==> config.mk <==
export PLATFORM = sky130hd
export DESIGN_NAME = spi_slave
export DESIGN_NICKNAME = d
export VERILOG_FILES = /design/src/rtl/spi_pkg.sv /design/src/rtl/spi_sync.sv /design/src/rtl/spi_slave.sv
export SDC_FILE = /design/constraint.sdc
export NUM_CORES = 1
export LEC_CHECK = 0
export ABC_AREA = 1
export BUFFER_PORTS_ARGS = -buffer_cell sky130_fd_sc_hd__buf_2
export CAP_MARGIN = 20
export CORE_MARGIN = 2
export CORE_UTILIZATION = 40
export DETAILED_ROUTE_END_ITERATION = 8
export GPL_ROUTABILITY_DRIVEN = 0
export PLACE_DENSITY = 0.66
export SYNTH_ARGS = -nofsm -noshare
export SYNTH_HDL_FRONTEND = slang
export SYNTH_HIERARCHICAL = 1
export SYNTH_SLANG_ARGS = --single-unit
==> constraint.sdc <==
create_clock -name clk -period 1.5 [get_ports clk]
set_clock_uncertainty 0.2 [all_clocks]
set_input_delay 0.15 -clock clk [delete_from_list [all_inputs] [get_ports clk]]
set_output_delay 0.15 -clock clk [all_outputs]
set_load 0.02 [all_outputs]
==> src/rtl/spi_pkg.sv <==
// Shared SPI types: mode encoding, CPOL/CPHA helpers and the responder state enum.

package spi_pkg;

  typedef struct packed {
    logic cpol;
    logic cpha;
  } spi_mode_t;

  typedef enum logic {
    S_IDLE,
    S_ACTIVE
  } slave_state_t;

  function automatic logic cpol(input logic [1:0] mode);
    spi_mode_t m;
    m = spi_mode_t'(mode);
    return m.cpol;
  endfunction

  function automatic logic cpha(input logic [1:0] mode);
    spi_mode_t m;
    m = spi_mode_t'(mode);
    return m.cpha;
  endfunction

endpackage

==> src/rtl/spi_sync.sv <==
// Two-flop synchronizer for one asynchronous input, with a selectable reset value.

module spi_sync #(
  parameter logic RST_VAL = 1'b0
) (
  input  logic clk,
  input  logic rst_n,
  input  logic d,
  output logic q
);

  logic meta;

  always_ff @(posedge clk or negedge rst_n) begin
    if (!rst_n) begin
      meta <= RST_VAL;
      q    <= RST_VAL;
    end else begin
      meta <= d;
      q    <= meta;
    end
  end

endmodule

==> src/rtl/spi_slave.sv <==
// SPI responder oversampling sclk/ss_n/mosi in the clk domain, MSB-first, buffered tx.
// Optional status outputs (tx_underrun, rx_overrun, rx_ack input) under `SPI_SLAVE_STATUS_EN.

module spi_slave
  import spi_pkg::*;
#(
  parameter logic [1:0] SPI_MODE   = 2'd0,
  parameter int         DATA_WIDTH = 8
) (
  input  logic                  clk,
  input  logic                  rst_n,
  input  logic                  sclk,
  input  logic                  ss_n,
  input  logic                  mosi,
  output logic                  miso,
  output logic                  miso_oe,
  input  logic [DATA_WIDTH-1:0] tx_data,
  input  logic                  tx_valid,
  output logic                  tx_ready,
  output logic [DATA_WIDTH-1:0] rx_data,
`ifdef SPI_SLAVE_STATUS_EN
  input  logic                  rx_ack,
  output logic                  tx_underrun,
  output logic                  rx_overrun,
`endif
  output logic                  rx_valid
);

  localparam logic CPOL_L = cpol(SPI_MODE);
  localparam logic CPHA_L = cpha(SPI_MODE);
  localparam int   CNT_W  = (DATA_WIDTH > 2) ? $clog2(DATA_WIDTH) : 1;

  // Handshake: tx word moves into the buffer on a clk where tx_valid && tx_ready;
  // rx_valid is a single-clk pulse with no back-pressure, rx_data holds until the next word.

  logic sclk_s, ss_n_s, mosi_s, sclk_d;

  spi_sync #(.RST_VAL(CPOL_L)) u_sync_sclk (.clk(clk), .rst_n(rst_n), .d(sclk), .q(sclk_s));
  spi_sync #(.RST_VAL(1'b1))   u_sync_ss_n (.clk(clk), .rst_n(rst_n), .d(ss_n), .q(ss_n_s));
  spi_sync #(.RST_VAL(1'b0))   u_sync_mosi (.clk(clk), .rst_n(rst_n), .d(mosi), .q(mosi_s));

  always_ff @(posedge clk or negedge rst_n) begin
    if (!rst_n) sclk_d <= CPOL_L;
    else        sclk_d <= sclk_s;
  end

  logic sclk_rise, sclk_fall, lead_edge, trail_edge, sample_edge, shift_edge;

  assign sclk_rise   = sclk_s & ~sclk_d;
  assign sclk_fall   = ~sclk_s & sclk_d;
  assign lead_edge   = CPOL_L ? sclk_fall : sclk_rise;
  assign trail_edge  = CPOL_L ? sclk_rise : sclk_fall;
  assign sample_edge = CPHA_L ? trail_edge : lead_edge;
  assign shift_edge  = CPHA_L ? lead_edge : trail_edge;

  slave_state_t           state;
  logic [CNT_W-1:0]       bit_cnt;
  logic [DATA_WIDTH-1:0]  tx_sr;
  logic [DATA_WIDTH-2:0]  rx_sr;
  logic [DATA_WIDTH-1:0]  tx_buf;
  logic                   tx_full;

  logic                  last_bit, rx_done, word_start, tx_accept;
  logic [DATA_WIDTH-1:0] load_word, rx_word;

  assign last_bit   = (bit_cnt == CNT_W'(DATA_WIDTH - 1));
  assign rx_done    = (state == S_ACTIVE) && !ss_n_s && sample_edge && last_bit;
  assign word_start = ((state == S_IDLE) && !ss_n_s) || rx_done;
  assign tx_accept  = tx_valid && !tx_full;
  assign load_word  = tx_full ? tx_buf : '0;
  assign rx_word    = {rx_sr, mosi_s};

  assign tx_ready = ~tx_full;
  assign miso_oe  = (state == S_ACTIVE);

  always_ff @(posedge clk or negedge rst_n) begin
    if (!rst_n) begin
      state    <= S_IDLE;
      bit_cnt  <= '0;
      tx_sr    <= '0;
      rx_sr    <= '0;
      tx_buf   <= '0;
      tx_full  <= 1'b0;
      miso     <= 1'b0;
      rx_data  <= '0;
      rx_valid <= 1'b0;
    end else begin
      rx_valid <= 1'b0;

      // A word accepted alongside a word start lands after the transfer.
      if (tx_accept) begin
        tx_buf  <= tx_data;
        tx_full <= 1'b1;
      end else if (word_start) begin
        tx_full <= 1'b0;
      end

      case (state)
        S_IDLE: begin
          miso    <= 1'b0;
          bit_cnt <= '0;
          if (!ss_n_s) begin
            state <= S_ACTIVE;
            if (CPHA_L) begin
              tx_sr <= load_word;
            end else begin
              miso  <= load_word[DATA_WIDTH-1];
              tx_sr <= {load_word[DATA_WIDTH-2:0], 1'b0};
            end
          end
        end
        S_ACTIVE: begin
          if (ss_n_s) begin
            state   <= S_IDLE;
            bit_cnt <= '0;
            miso    <= 1'b0;
            tx_sr   <= '0;
            rx_sr   <= '0;
          end else begin
            if (shift_edge) begin
              miso  <= tx_sr[DATA_WIDTH-1];
              tx_sr <= {tx_sr[DATA_WIDTH-2:0], 1'b0};
            end
            if (sample_edge) begin
              rx_sr <= rx_word[DATA_WIDTH-2:0];
              if (last_bit) begin
                bit_cnt  <= '0;
                rx_data  <= rx_word;
                rx_valid <= 1'b1;
                // Next word's MSB goes out on the following shift edge.
                tx_sr    <= load_word;
              end else begin
                bit_cnt <= bit_cnt + CNT_W'(1);
              end
            end
          end
        end
        default: state <= S_IDLE;
      endcase
    end
  end

`ifdef SPI_SLAVE_STATUS_EN
  logic rx_pending;

  always_ff @(posedge clk or negedge rst_n) begin
    if (!rst_n) begin
      tx_underrun <= 1'b0;
      rx_overrun  <= 1'b0;
      rx_pending  <= 1'b0;
    end else begin
      tx_underrun <= word_start && !tx_full;
      rx_overrun  <= rx_done && rx_pending && !rx_ack;
      rx_pending  <= rx_done || (rx_pending && !rx_ack);
    end
  end
`endif

endmodule
Word-level counts from Yosys, hierarchy flattened:

Index checks and enable logic that the tools add are counted.

* register bits after elaboration: 45
* input bits: 14

* add/subtract/negate cells: 1
* eq/ne operators: 4
* mux-type cells: 24
* bitwise gates (word level): 7
* reduce and logical (&&, ||, !) cells: 12

Operators with widths (count)
* 8-bit two-way mux: 6
* 8-bit one-hot mux with 2 select lines: 1
* 7-bit two-way mux: 2
* 1-bit two-way mux: 10
* 3-bit two-way mux: 3
* 3-bit by 2-bit != test with 1-bit output, second input constant: 2
* 3-bit one-hot mux with 2 select lines: 1
* 1-bit logical AND: 5
* 1-bit inverter: 5
* 4-bit AND reduction: 1
* 2-bit nonzero test: 2
* 3-bit by 1-bit adder with 3-bit output, second input constant: 1
* 3-bit equality test, second input constant: 1
* 1-bit AND: 2
* 1-bit logical NOT: 2
* 2-bit != test, second input constant: 1
* 1-bit one-hot mux with 2 select lines: 1
* 2-bit AND reduction: 1
* 1-bit logical OR: 1

Logic depth before layout (Yosys ltp):

Gate-level depths: netlist of run 1.

* word-level depth: 7
* mapped depth: 8
* mapped depth without buffers: 7

Hierarchy:

The synthesis of run 1 kept the hierarchy.

Modules (own cells, without submodules)
* spi_slave: times used 1, cells an instance 202, area each 1856.8 sq um, sequential area each 975.9 sq um
* spi_sync at u_sync_mosi ...: times used 2, cells an instance 2, area each 50.0 sq um, sequential area each 50.0 sq um
* spi_sync at u_sync_ss_n: times used 1, cells an instance 2, area each 52.6 sq um, sequential area each 52.6 sq um

Least setup slack after synthesis of run 1:

Ideal clock, no wire load.

* path kind: register to register
* start: register bit_cnt[0]
* end: register rx_data[6]
* setup time: 0.074 ns
* arrival time: 1.314 ns
* data required time: 1.226 ns
* slack: -0.088 ns
* cell stages (with the launch flop): 9
* path through: dfrtp_1 > ha_1 > ha_1 > nand3_4 > nor2_4 > inv_2 > buf_6 > nand2_1 > o21ai_2

* longest elaborated chain between the ends: 2

RTL lines
* start, declared: line spi_slave.sv:57 `logic [CNT_W-1:0] bit_cnt;`
* start signal, assigned: line spi_slave.sv:133 `bit_cnt <= bit_cnt + CNT_W'(1);`
* 3-bit equality test: line spi_slave.sv:66 `assign last_bit = (bit_cnt == CNT_W'(DATA_WIDTH - 1));`
* 4-bit AND reduction (no line)
* end signal, assigned: line spi_slave.sv:128 `rx_data <= rx_word;`
* end, declared: line spi_slave.sv:20 `output logic [DATA_WIDTH-1:0] rx_data,`

Every way passes these cells.
A chain may end at the register's enable or synchronous reset.

Final worst setup path of run 1:

* start: register bit_cnt[1]
* end: register tx_sr[5]

* longest elaborated chain between the ends: 5

RTL lines
* 3-bit equality test: line spi_slave.sv:66
* 8-bit two-way mux: line spi_slave.sv:126 `if (last_bit) begin`
* 8-bit two-way mux: line spi_slave.sv:124 `if (sample_edge) begin`
* 8-bit two-way mux: line spi_slave.sv:113 `if (ss_n_s) begin`
* 8-bit one-hot mux with 2 select lines: line spi_slave.sv:98 `case (state)`
* end signal, assigned: line spi_slave.sv:105 `tx_sr <= load_word;`
* end signal, assigned: line spi_slave.sv:122 `tx_sr <= {tx_sr[DATA_WIDTH-2:0], 1'b0};`
* end signal, assigned: line spi_slave.sv:131 `tx_sr <= load_word;`
* end, declared: line spi_slave.sv:58 `logic [DATA_WIDTH-1:0] tx_sr;`

Every way passes these cells.

==> results of run 1 <==
-- through the flow --
step           std cells  instance area [um^2]  setup TNS, ns  setup slack (ns)
2_1_floorplan        208                  2030       -0.00850          -0.00442
3_3_place_gp         310                  2310         -0.501           -0.0596
3_5_place_dp         310                  2310         -0.869           -0.0830
4_1_cts              330                  2550       -0.00123          -0.00123
5_1_grt              333                  2620          -1.05           -0.0895
6_report             333                  2620              0           0.00350
-- Yosys cell counts, drive strengths merged --
| cell | number | area share (%) |
|---|---|---|
| o21a | 1 | 0.37 |
| mux2 | 8 | 4.5 |
| nand3 | 22 | 6.4 |
| dfrtp | 43 | 54 |
| buf | 4 | 1.6 |
| o21ai | 16 | 5.5 |
| ha | 3 | 1.9 |
| o22ai | 8 | 2.5 |
| inv | 25 | 4.7 |
| dfstp | 2 | 2.6 |
| nand3b | 1 | 0.37 |
| nand2 | 44 | 8.3 |
| o31ai | 1 | 0.37 |
| a21oi | 8 | 2.2 |
| nor2 | 22 | 5.3 |
-- worst max-delay path: stages, from the launching register on --
cell     delay, ns
dfrtp_1       0.42
ha_4          0.19
ha_4          0.16
nand3_4       0.09
buf_4         0.13
nand3_1       0.07
nand2_1       0.07
a21oi_1       0.06
-- cell type report --
type                    count  area, um^2
repair buffers             53         365
inverters                  25        98.8
clock inverters             2        16.3
clock buffers               6        82.6
well taps                  67        83.8
flip-flops and latches     45        1130
multi-input cells         135         841
fillers                   404        2170
-- kinds of logic (layout without fill, tap and decap cells) --
| group | Yosys count | in the layout | synth area share, % |
|---|---|---|---|
| buf+inv | 29 | 86 | 6.23 |
| simple gates | 89 | 90 | 20.4 |
| mux | 8 | 8 | 4.48 |
| flops | 45 | 45 | 56.2 |
| fa+ha+maj | 3 | 3 | 1.87 |
| compound gates | 34 | 34 | 10.9 |
-- final timing paths --
| path | to | slack [ns] | cells past startpoint |
|---|---|---|---|
| min in group asynchronous | rx_sr[0] | 0.17 | 3 |
| worst min-delay path | tx_full | 0.13 | 3 |
| worst min register to register | u_sync_mosi/q | 0.16 | 0 |
| max in group asynchronous | u_sync_ss_n/q | 0.64 | 3 |
| worst max register to register | tx_sr[5] | 0.003 | 7 |
| worst max-delay path | tx_sr[5] | 0.003 | 7 |
-- what timing repair did --
action,CTS,global route
resized for setup,4,10
gates cloned,0,1
setup buffers,0,2
pin swaps,1,3
endpoints found under the setup margin,14,25
endpoints found under the hold margin,56,0
hold buffers,12,0
-- report_power, final --
| group | internal [mW] | switching (mW) |
|---|---|---|
| logic | 0.224 | 0.267 |
| clock network | 0.379 | 0.418 |
| registers | 1.35 | 0.0840 |
| total | 1.95 | 0.769 |
-- sequential cells by signal, indices dropped and copies added (netlist names) --
| signal | cells |
|---|---|
| sclk_d | 1 |
| rx_data | 8 |
| u_sync_sclk/q | 1 |
| u_sync_mosi/meta | 1 |
| u_sync_ss_n/meta | 1 |
| tx_buf | 8 |
| miso | 1 |
| miso_oe | 1 |
| rx_sr | 7 |
| u_sync_sclk/meta | 1 |
| tx_sr | 8 |
| bit_cnt | 3 |
| u_sync_ss_n/q | 1 |
| u_sync_mosi/q | 1 |
| rx_valid | 1 |
| tx_full | 1 |
-- layer usage --
layer | vias up | global-route usage (%) | wire, um
li1 | 794 | - | -
met1 | 743 | 24.2 | 1840
met2 | 48 | 25.1 | 1890
met3 | 6 | 2.95 | 229
met4 | 0 | 7.74 | 86
met5 | - | 0 | 0
==> results.py, run 1 <==
metrics = {
    "layout": {
        "diodes": 0,
        "fin_util_pct": 54.7,
        "syn_to_final_growth_pct": 30.3,
        "drive_gt1_share_pct": 34.2,
        "final_common_cell": "nand2_1",
        "layout_common_cells": "42 x nand2_1, 41 x dfrtp_1, 25 x buf_2",
        "layout.nets": 282,
    },
    "drt": {
        "drtIter0Drc": 76,
        "viasPerCell": 4.78,
        "drt-total-wl_mm": 4.04,
        "via_count": 1591,
        "drc": 0,
        "drtPass1Iterations": 7,
        "wl_per_cell_um": 12.1,
        "final_antenna_net_count": 0,
    },
    "critical_path": {
        "critPathKind": "reg -> reg",
        "crit_path_start_kind": "flop",
        "r2r-start": "bit_cnt[1]",
        "cp.arrival_ns": 1.48,
        "critPathCaptureType": "flop",
        "crit_required_ns": 1.49,
        "worstSetupStartpoint": "bit_cnt[1]",
        "crit_fanout": 6,
    },
    "logic_synthesis": {
        "synth.avg_cell_area_um2": 9.66,
        "ys_seq_area_share_pct": 56.2,
        "ys_ff_latch": 45,
        "yosysWarnings": 6,
        "syn_nets": 225,
        "syn_area_um2": 2010,
        "synthCells": 208,
        "synth_cell_type_count": 25,
    },
    "power": {
        "power_mw": 2.72,
        "cellPowerDensity_nw_per_um2": 1040,
        "p_leak_nw": 1.29,
        "peakVddDrop_uv": 776,
    },
    "worst_hold_path": {
        "holdCritStartpoint": "tx_valid",
        "hp-class": "in -> reg",
    },
    "placed_design": {
        "io_buffers": 25,
        "place_hpwl_mm": 2.79,
    },
    "floorplanning": {
        "initial_core_util_pct": 42.0,
        "fp.dieW_um": 74.9,
        "die_h_um": 74.9,
        "core.rowCount": 25,
        "io_pins": 26,
        "dieArea_um2": 5610,
        "coreArea_um2": 4790,
    },
    "cts": {
        "htreeDepth": 2,
        "cts_buffers": 5,
        "clk_latency_ns": 0.30,
        "cts_root_buffer": "clkbuf_8",
        "cts_max_path_buffers": 2,
        "cts_tree": "built",
        "cts.clk_slew.worst_paths_ns": 0.08,
        "cts_sinks": 45,
    },
    "sta": {
        "slew_headroom_pct": 75.7,
        "finalCritPeriodShare_pct": 99.8,
        "maxSlewViolCount": 0,
        "max_freq_mhz": 668,
        "min_period_ns": 1.50,
        "fin_hold_ws_ns": 0.134,
        "setup_viol": 0,
        "rsz0062_at_grt": "true",
        "hold_viol": 0,
        "worstMarginPinSlew_ns": 0.363,
    },
    "run_status": {
        "status": "finished, final reports clean",
    },
    "grt": {
        "grt-ovfl-total": 0,
        "grt_max_degree": 25,
        "grt_first_pass_wirelength_mm": 7.18,
        "grt_pass1_vias": 1571,
        "track_usage_pct": 16.9,
        "antenna_found_initial": 0,
    },
    "job": {
        "maxCapViolCount": 0,
    },
}
Note: power is estimated with default switching activity, not from simulation.
==> run 2: changes to the inputs <==
Settings changed: ABC_AREA 1 to unset, SYNTH_HIERARCHICAL 1 to unset.
==> run 2 against run 1 <==
  * The flow now finishes with violations (setup timing)
  * Clock-buffer cell count rose by 1
  * Combinational power rose by 19%
  * First-iteration DRC count rose by 24%
  * Final area rose by 9.1%
  * Clock power rose by 6.1%
  * Critical path depth fell by 2
  * Sequential cell count did not move
  * Final cell count fell by 5.1%
==> results.py, run 2 <==
metrics = {
    "critical_path": {
        "r2r-start": "bit_cnt[0]",
        "critPathCaptureType": "flop",
        "crit_fanout": 5,
        "crit_path_start_kind": "flop",
        "rrSetupSlack_ns": -0.20,
        "crit_required_ns": 1.49,
        "endpoint": "rx_data[0]",
        "ff2ff_path_depth": 5,
        "cp.arrival_ns": 1.69,
        "critPathKind": "reg -> reg",
        "worstSetupStartpoint": "bit_cnt[0]",
        "reg2reg_to": "rx_data[0]",
    },
    "run_status": {
        "status": "complete, but fails checks",
        "failed_checks": "setup timing",
    },
    "sta": {
        "fin_ws_ns": -0.196,
        "finalCritPeriodShare_pct": 113,
        "min_period_ns": 1.70,
        "slew_headroom_pct": 70.1,
        "rsz0062_at_grt": "true",
        "setup_viol": 16,
        "worstMarginPinSlew_ns": 0.448,
        "maxSlewViolCount": 0,
        "max_freq_mhz": 590,
        "hold_viol": 0,
        "tns_ns": -2.40,
    },
    "layout": {
        "layout.nets": 262,
        "diodes": 0,
        "drive_gt1_share_pct": 42.7,
        "regArea_um2": 1130,
        "top_regs": "rx_data: 8 flops, tx_buf: 8 flops, tx_sr: 8 flops",
        "final_common_cell": "dfrtp_1",
        "layout_common_cells": "42 x dfrtp_1, 27 x buf_4, 25 x nand2_1, 25 x buf_2, 12 x dlygate4sd3_1",
        "fin_util_pct": 55.9,
        "fillCellCount": 445,
        "multi_input_comb_area_um2": 1000,
        "syn_to_final_growth_pct": 35.5,
    },
    "cts": {
        "cts_tree": "built",
        "cts.clk_slew.worst_paths_ns": 0.08,
        "cts_root_buffer": "clkbuf_8",
        "clk_latency_ns": 0.30,
        "cts_buffers": 5,
        "cts_max_path_buffers": 2,
        "cts_sinks": 45,
        "htreeDepth": 2,
    },
    "grt": {
        "antenna_found_initial": 0,
        "grtUsageMet2_pct": 26.2,
        "track_usage_pct": 16.7,
        "busiest_layer": "met2",
        "met3_usage_pct": 3.55,
        "met1_usage_pct": 22.7,
        "grt_max_degree": 28,
        "grt_first_pass_wirelength_mm": 7.78,
        "grt_pass1_vias": 1619,
        "grt-ovfl-total": 0,
    },
    "drt": {
        "via_count": 1622,
        "wl_per_cell_um": 13.9,
        "viasPerCell": 5.13,
        "drt-total-wl_mm": 4.39,
        "final_antenna_net_count": 0,
        "drtIter0Drc": 94,
        "drc": 0,
        "drtPass1Iterations": 4,
    },
    "job": {
        "maxCapViolCount": 0,
    },
    "floorplanning": {
        "core.rowCount": 26,
        "coreArea_um2": 5110,
        "io_pins": 26,
        "fp.dieW_um": 76.6,
        "initial_core_util_pct": 41.3,
        "die_h_um": 76.6,
        "dieArea_um2": 5870,
    },
    "placed_design": {
        "place_hpwl_mm": 2.93,
        "io_buffers": 25,
    },
    "logic_synthesis": {
        "synthTopCellsByArea": "dfrtp_1 51%, mux2_2 8.5%, nand2_1 4.5%, a21oi_1 3.8%, dfstp_2 2.5%",
        "synth_top_area_cell": "dfrtp_1",
        "ys_ff_latch": 45,
        "synth.most_common_cell": "dfrtp_1",
        "synth_ff_type": "dfrtp_1",
        "synthCells": 184,
        "syn_nets": 201,
        "syn_area_um2": 2110,
        "synth_top_cells_by_count": "43 x dfrtp_1, 25 x nand2_1, 16 x a21oi_1, 16 x mux2_2, 9 x inv_1",
        "yosysWarnings": 0,
        "ys_seq_area_share_pct": 53.5,
        "synth_edf_count": 0,
        "async_reset_ff_share_pct": 100,
        "synth_top_area_share_pct": 51.0,
        "synth.avg_cell_area_um2": 11.5,
        "synth_cell_type_count": 35,
    },
    "power": {
        "cellPowerDensity_nw_per_um2": 1010,
        "p_leak_nw": 1.32,
        "peakVddDrop_uv": 658,
    },
    "worst_hold_path": {
        "hp-class": "in -> async",
    },
}
-- run 2: cell count changes after synthesis, sizes merged, moves of 6 or more --
cell / previous run / this run
o221ai: 0 / 6
o22ai: 8 / 0
nand2: 44 / 25
o2bb2ai: 0 / 6
inv: 25 / 9
a22oi: 0 / 6
buf: 4 / 11
mux2: 8 / 16
nor2: 22 / 1
a21oi: 8 / 16
nand3: 22 / 2
o21ai: 16 / 7
-- run 2: worst min path at each step --
stage	cells after the start	slack, ns	startpoint	to
after floorplan	0	-0.35	rst_n	bit_cnt[0]
after global placement	1	-0.08	rst_n	tx_buf[4]
after detailed placement	1	-0.07	rst_n	tx_buf[4]
after CTS	2	0.12	rst_n	rx_data[2]
after global routing	2	0.17	rst_n	tx_buf[4]
final	2	0.12	rst_n	tx_buf[4]
-- run 2: layer usage --
metal / part of all wire, % / vias up
met5: 0 / -
met4: 1.8 / 0
met3: 3.7 / 6
met2: 47 / 39
met1: 47 / 780
li1: - / 797
-- run 2: kinds of logic (layout without fill, tap and decap cells) --
| group | Yosys count | after routing | share of synthesized area [%] |
|---|---|---|---|
| compound gates | 55 | 55 | 18.9 |
| fa+ha+maj | 3 | 3 | 1.78 |
| buf+inv | 23 | 84 | 5.87 |
| flops | 45 | 45 | 53.5 |
| mux | 17 | 17 | 9.02 |
| simple gates | 41 | 42 | 10.9 |
-- run 2: through the flow --
step / setup WS [ns] / hold WS [ns] / cell area [um^2] / cells / power, mW
floorplan: -0.133 / -0.346 / 2170 / 184 / 1.83
global placement: -0.190 / -0.0839 / 2500 / 289 / 2.00
detailed placement: -0.222 / -0.0731 / 2500 / 289 / 2.02
CTS: -0.187 / 0.124 / 2780 / 313 / 2.89
global route: -0.246 / 0.167 / 2860 / 316 / 3.06
finish: -0.196 / 0.124 / 2860 / 316 / 2.89
-- run 2: worst max-delay path, stage by stage, from the launching register on --
cell      delay (ns)
dfrtp_1         0.40
ha_4            0.18
ha_4            0.17
nand3b_4        0.14
nor2_8          0.19
mux2_4          0.32
-- run 2: what timing repair did --
item,CTS,global route
pin swaps,4,7
endpoints found under the setup margin,25,27
endpoints found under the hold margin,56,0
gates cloned,1,0
hold buffers,12,0
resized for setup,7,11
setup buffers,3,3
-- run 2: report_power, final --
group / switching (mW) / internal (mW) / leakage [nW]
Clock: 0.421 / 0.426 / 0.0549
Combinational: 0.277 / 0.304 / 0.685
Sequential: 0.110 / 1.36 / 0.580
Total: 0.807 / 2.09 / 1.32
-- run 2: area by class of cell --
cell class	count	area share (%)
inverters	9	1.18
multi-input cells	117	35.0
well taps	70	3.07
clock inverters	1	0.307
clock buffers	7	3.37
repair buffers	67	17.5
flip-flops and latches	45	39.6
